**config.mk**
```make
export PLATFORM = sky130hd
export DESIGN_NAME = distance_renderer
export DESIGN_NICKNAME = d
export VERILOG_FILES = /design/src/rtl/distance_renderer.sv
export SDC_FILE = /design/constraint.sdc
export NUM_CORES = 1
export LEC_CHECK = 0
export ABC_CLOCK_PERIOD_IN_PS = 4080
export CORE_MARGIN = 4
export CORE_UTILIZATION = 29
export DETAILED_ROUTE_END_ITERATION = 12
export PLACE_DENSITY = 0.56
export SETUP_SLACK_MARGIN = 0.1
export SYNTH_ARGS = -nofsm -noshare
export SYNTH_HDL_FRONTEND = slang
export SYNTH_SLANG_ARGS = --single-unit
```
**constraint.sdc**
```tcl
create_clock -name clk -period 4.08 [get_ports clk]
set_clock_uncertainty 0.2 [all_clocks]
set_input_delay 0.408 -clock clk [delete_from_list [all_inputs] [get_ports clk]]
set_output_delay 0.408 -clock clk [all_outputs]
set_load 0.05 [all_outputs]
```
**src/rtl/distance_renderer.sv**
```systemverilog
// distance_renderer: walks a snapshot of the distance-meter BCD digits and
// issues one sprite-draw command per valid digit over a valid/ready handshake,
// then pulses done. Frames with paint low draw nothing but still pulse done.
module distance_renderer #(
    parameter int unsigned MAX_DISTANCE_UNITS = 5,
    parameter int unsigned X_ORIGIN           = 500,
    parameter int unsigned Y_ORIGIN           = 5,
    parameter int unsigned DIGIT_STRIDE       = 11
) (
    input  logic                                clk,
    input  logic                                rst,
    input  logic                                frame_start,
    input  logic [MAX_DISTANCE_UNITS-1:0][3:0]  digits,
    input  logic                                paint,
    output logic                                cmd_valid,
    input  logic                                cmd_ready,
    output logic [10:0]                         cmd_x,
    output logic [9:0]                          cmd_y,
    output logic [3:0]                          cmd_sprite,
    output logic                                cmd_last,
    output logic                                done,
    output logic                                overrun
);

    localparam int unsigned IDX_W    = (MAX_DISTANCE_UNITS > 1) ? $clog2(MAX_DISTANCE_UNITS) : 1;
    localparam logic [IDX_W-1:0] LAST_IDX = IDX_W'(MAX_DISTANCE_UNITS - 1);
    localparam logic [9:0]       Y_PIX    = 10'(Y_ORIGIN);
    localparam logic [3:0]       MAX_BCD  = 4'd9;

    typedef enum logic [1:0] {
        S_IDLE,
        S_EMIT,
        S_DONE
    } state_t;

    state_t                               r_state;
    logic [MAX_DISTANCE_UNITS-1:0][3:0]   r_snap;
    logic [IDX_W-1:0]                     r_i;
    logic                                 r_cmd_valid;
    logic [10:0]                          r_cmd_x;
    logic [9:0]                           r_cmd_y;
    logic [3:0]                           r_cmd_sprite;
    logic                                 r_cmd_last;
    logic                                 r_done;
    logic                                 r_overrun;

    logic [IDX_W-1:0]                     w_last_in;
    logic [IDX_W-1:0]                     w_last_snap;
    logic [IDX_W-1:0]                     w_i_nxt;
    logic [3:0]                           w_d_nxt;
    logic                                 w_adv;

    // Index of the rightmost digit that is a legal BCD value (0 if none).
    function automatic logic [IDX_W-1:0] f_last_valid(
        input logic [MAX_DISTANCE_UNITS-1:0][3:0] d
    );
        logic [IDX_W-1:0] idx;
        idx = '0;
        for (int k = 0; k < int'(MAX_DISTANCE_UNITS); k++) begin
            if (d[k] <= MAX_BCD) begin
                idx = IDX_W'(k);
            end
        end
        return idx;
    endfunction

    // Screen x of a digit slot, wrapped to the 11-bit pixel bus.
    function automatic logic [10:0] f_x(input logic [IDX_W-1:0] idx);
        return 11'(X_ORIGIN + 32'(idx) * DIGIT_STRIDE);
    endfunction

    // Helpers for the incoming frame and the next slot of the current frame.
    assign w_last_in   = f_last_valid(digits);
    assign w_last_snap = f_last_valid(r_snap);
    assign w_i_nxt     = (r_i == LAST_IDX) ? '0 : r_i + IDX_W'(1);
    assign w_d_nxt     = r_snap[w_i_nxt];
    assign w_adv       = !r_cmd_valid || cmd_ready;

    // Frame sequencer with registered command, done and overrun outputs.
    always_ff @(posedge clk or negedge rst) begin
        if (!rst) begin
            r_state      <= S_IDLE;
            r_snap       <= '0;
            r_i          <= '0;
            r_cmd_valid  <= 1'b0;
            r_cmd_x      <= '0;
            r_cmd_y      <= '0;
            r_cmd_sprite <= '0;
            r_cmd_last   <= 1'b0;
            r_done       <= 1'b0;
            r_overrun    <= 1'b0;
        end else begin
            r_done    <= 1'b0;
            r_overrun <= frame_start && (r_state != S_IDLE);
            case (r_state)
                S_IDLE: begin
                    if (frame_start) begin
                        r_snap <= digits;
                        r_i    <= '0;
                        if (paint) begin
                            r_state      <= S_EMIT;
                            r_cmd_valid  <= (digits[0] <= MAX_BCD);
                            r_cmd_x      <= f_x('0);
                            r_cmd_y      <= Y_PIX;
                            r_cmd_sprite <= digits[0];
                            r_cmd_last   <= (digits[0] <= MAX_BCD) && (w_last_in == '0);
                        end else begin
                            r_state <= S_DONE;
                            r_done  <= 1'b1;
                        end
                    end
                end
                S_EMIT: begin
                    // Advance on acceptance, or unconditionally past an invalid digit.
                    if (w_adv) begin
                        if (r_i == LAST_IDX) begin
                            r_state     <= S_DONE;
                            r_done      <= 1'b1;
                            r_cmd_valid <= 1'b0;
                            r_cmd_last  <= 1'b0;
                        end else begin
                            r_i          <= w_i_nxt;
                            r_cmd_valid  <= (w_d_nxt <= MAX_BCD);
                            r_cmd_x      <= f_x(w_i_nxt);
                            r_cmd_sprite <= w_d_nxt;
                            r_cmd_last   <= (w_d_nxt <= MAX_BCD) && (w_i_nxt == w_last_snap);
                        end
                    end
                end
                S_DONE: begin
                    r_state <= S_IDLE;
                end
                default: begin
                    r_state <= S_IDLE;
                end
            endcase
        end
    end

    assign cmd_valid  = r_cmd_valid;
    assign cmd_x      = r_cmd_x;
    assign cmd_y      = r_cmd_y;
    assign cmd_sprite = r_cmd_sprite;
    assign cmd_last   = r_cmd_last;
    assign done       = r_done;
    assign overrun    = r_overrun;

endmodule

```
==> run summary <==
The root buffer cell chosen for the clock tree is clkbuf_8. The sequential cell area fraction in the yosys report is 45.1%. In this run the critical register-to-register path is captured at cmd_x[9]$_DFFE_PN0P_. In the synthesized netlist the async set-or-reset flop fraction comes to 100%. The I/O pin total is 54.

Summing the areas of all and, or, nand and nor instances in the mapped netlist gives under 10% of the synthesized area. The total CTS buffers is 5. The max-cap check violation count came out at 0. The ratio of routed vias to standard cells is 4.71. The number of synthesized register bits came out at 44.

The design draws roughly 2.8 mW. The worst setup path is of the flop to flop kind. The count of buffers inserted at the top-level ports came out at 44. The height of the die is 99.7 um. After clock tree synthesis, the flow added hold-fix buffers numbering 0. Detailed routing inserted a total of about 1700 vias. The via count of the first global-routing pass came out at approximately 1700. The width of the die came out at around 100 um. The relative slew slack came out at between 30% and 40%. The number of instances in the synthesized netlist is ~210. The leakage power figure is between 1 and 1.5 nW. Leaving out fill and tap cells, the most frequent cell in the layout is dfrtp_1.

The largest voltage drop on the vdd net is around 0.25 mV. TritonCTS built the clock tree. The actual transition at the worst max-transition pin came out at between 1 and 1.5 ns. The Yosys step of the flow raised 0 warnings. The setup total negative slack is 0 ns.

The number of DRC markers after the initial detailed-route iteration is 64. The number of rows created at floorplan is 33. The HPWL after detailed placement is between 3000 and 4000 um. The fraction of the mapped netlist area in adder cells is ~7%.

By area, the combinational part of the netlist is dominated by multiplexers. The total overflow left after global routing is 0. The portion of netlist area occupied by mux cells came out at between 15 and 20%. In the final layout, the share of cells above drive strength 1 is between 15 and 20%.

The worst reg-to-reg path cell count is 13. The worst register-to-register path begins at r_i[0]$_DFFE_PN0P_. The data required time at the worst endpoint came out at about 4.1 ns.

The starting density of the core is ~30%. Summed over all layers, the routed wires come to just over 5000 um. Routability-driven placement finished with a final weighted congestion of 0.729. The net count of the finished layout is around 300. The maximum number of pins on one net before global-route repair is between 40 and 50. The combined area of all synthesized cells came out at about 0.0024 mm^2.

In this design, the largest share of critical-path delay is due to adder cells. The largest fanout of any net on the critical path came out at 11. Yosys mapped a number of flops with a built-in enable equal to 0. Setup slack on the worst reg-to-reg path comes out at 0.58 ns. The diode insertion count for antenna repair is 0. The library cells used most frequently in the layout, excluding fill and tap cells, are 44 x dfrtp_1, 43 x clkdlybuf4s50_1, 23 x mux2_2, 13 x nor2_1, 12 x ha_1. The number of buffers added for setup after CTS came out at 0. The count of final setup violators came out at 0. The final count of pins violating max slew was 0.

The final-report hold violation count was 0. The clock latency on the worst-skew pair is a little under 0.3 ns. Synthesis instantiated 48 different standard cells from the library. The shortest clock period the worst path allows after layout is 3.50 ns. The most used flip-flop cell after synthesis is dfrtp_1. The global-route wire length before repair is around 8400 um. In this run the power density over the cells is approximately 930 mW/mm^2.

The detailed-routing iteration count for the pre-antenna-repair pass is 4. The per-cell routed wire length is about 14 um. The slowest stage of the critical path belongs to the cell dfrtp_1. The category of the worst setup path capture point is a flop. The area of the core is 0.00822 mm^2. The count of unresolved DRC violations after routing is 0.

The share of the synthesized area in compound gates (AO/OA/AOI/OAI) is 13.7%. Global routing consumed, over all layers together, 10.7% of the routing resources. The number of gates resized after CTS was 0. STA classifies the critical path startpoint as a flop.

The count of nets left with antenna violations once routing finished came out at 0. Clock-pin slew was measured on the worst setup and hold paths at 0.08 ns. The maximum operating frequency came out at 0.286 GHz.

The clock net in this run drives a total of 44 sinks. The delay of the slowest cell on the worst path is 0.45 ns. The critical path contains buffers and inverters numbering 2 combined. For the worst setup path, the data arrival time is roughly 3.5 ns. Setup repair after global routing left no endpoint under its margin. The number of antenna violations at the first check in global routing came to 0. The share of the clock period used by the worst path is between 80% and 90%. The synthesized-area fraction occupied by xor and xnor cells is between 1 and 1.5%. The clock tree synthesis step divided the H-tree into 2 levels.

Fill cells in the final layout number between 800 and 900. In this design, the critical path's most frequently occurring cell is ha_1. The worst hold path belongs to the class primary input to asynchronous set/reset pin. The average cell area after synthesis is roughly 11 um^2.

The deepest clock path buffer count is 2. Walking the worst path, the cells encountered are inv_1, ha_1, nor3b_2, a21oi_2, ha_1, inv_1, ha_1, ha_1, fa_1, a21o_1, a21oi_1, a21oi_1, a21o_1. The area growth from synthesis to layout came out at 24.2%. The flow ran to the end, and the final reports show no timing, DRC or antenna violations.

The timing startpoint of the critical path is r_i[0]$_DFFE_PN0P_. The die covers roughly 0.0099 mm^2.
-- final cells by class --
type,instances,area [um^2],share of cell area (%)
flip-flops and latches,44,1100,36.3
multi-input cells,150,1220,40.3
well taps,105,131,4.34
inverters,11,41.3,1.36
repair buffers,48,465,15.4
clock buffers,5,68.8,2.27
-- worst register-to-register path, cell delays in order (launching register included) --
cell     delay [ns]
dfrtp_1        0.45
inv_1          0.16
ha_1           0.29
nor3b_2        0.08
a21oi_2        0.37
ha_1           0.23
inv_1          0.04
ha_1           0.29
ha_1           0.22
fa_1           0.40
a21o_1         0.19
a21oi_1        0.20
a21oi_1        0.10
a21o_1         0.17
-- registers in the layout, summed over array words and instances, names as in the netlist --
register    count
r_snap         20
cmd_x          10
cmd_sprite      4
r_i             3
r_state         2
cmd_last        1
cmd_valid       1
cmd_y           1
done            1
overrun         1
-- metrics by stage --
stage          area, um^2  hold WS, ns  setup WS, ns  cells  util [%]
5_1_grt              3030        0.160         0.319    363      36.9
6_report             3030       0.0725         0.581    363      36.9
4_1_cts              3030        0.127         0.587    363      36.9
3_5_place_dp         2960        0.277         0.599    358      36.0
3_3_place_gp         2960        0.269         0.659    358      36.0
2_1_floorplan        2470      -0.0876         0.631    222         -
-- logic make-up after synthesis --
kind of cell / after synthesis
DFF: 44
other: 1
buffers and inverters: 28
and+or+nand+nor: 46
xor gates and xnor gates: 4
muxes: 31
adders and majority gates: 13
AOI/OAI and AO/OA: 47
-- layer usage --
layer / global-route usage, % / part of all wire, %
met1: 14.2 / 46
met4: 4.52 / 1.6
met2: 16.8 / 47
met5: 0 / 0
met3: 2.66 / 5.2
-- synth_stat cells, drive strengths merged (9+ instances only) --
master	n	area, um^2
o21ai	12	60.1
inv	11	41.3
buf	13	90.1
ha	12	150
dfrtp	44	1100
nor2	13	48.8
mux2	23	259
a21oi	10	65.1
nand2	9	33.8
-- power by group --
group	leakage [nW]	total, mW	switching, mW	internal, mW
combinational	0.735	1.78	0.995	0.783
clock	0.0359	0.249	0.138	0.111
sequential	0.521	0.794	0.145	0.648
total	1.29	2.82	1.28	1.54
-- worst max-delay path by stage --
stage,cells past startpoint,end,slack [ns]
2_1_floorplan,14,cmd_x[9]$_DFFE_PN0P_,0.63
3_3_place_gp,13,cmd_x[9]$_DFFE_PN0P_,0.66
3_5_place_dp,13,cmd_x[9]$_DFFE_PN0P_,0.60
4_1_cts,13,cmd_x[9]$_DFFE_PN0P_,0.59
5_1_grt,13,cmd_x[7]$_DFFE_PN0P_,0.32
6_report,13,cmd_x[9]$_DFFE_PN0P_,0.58
Note: power is estimated with default switching activity, not from simulation.
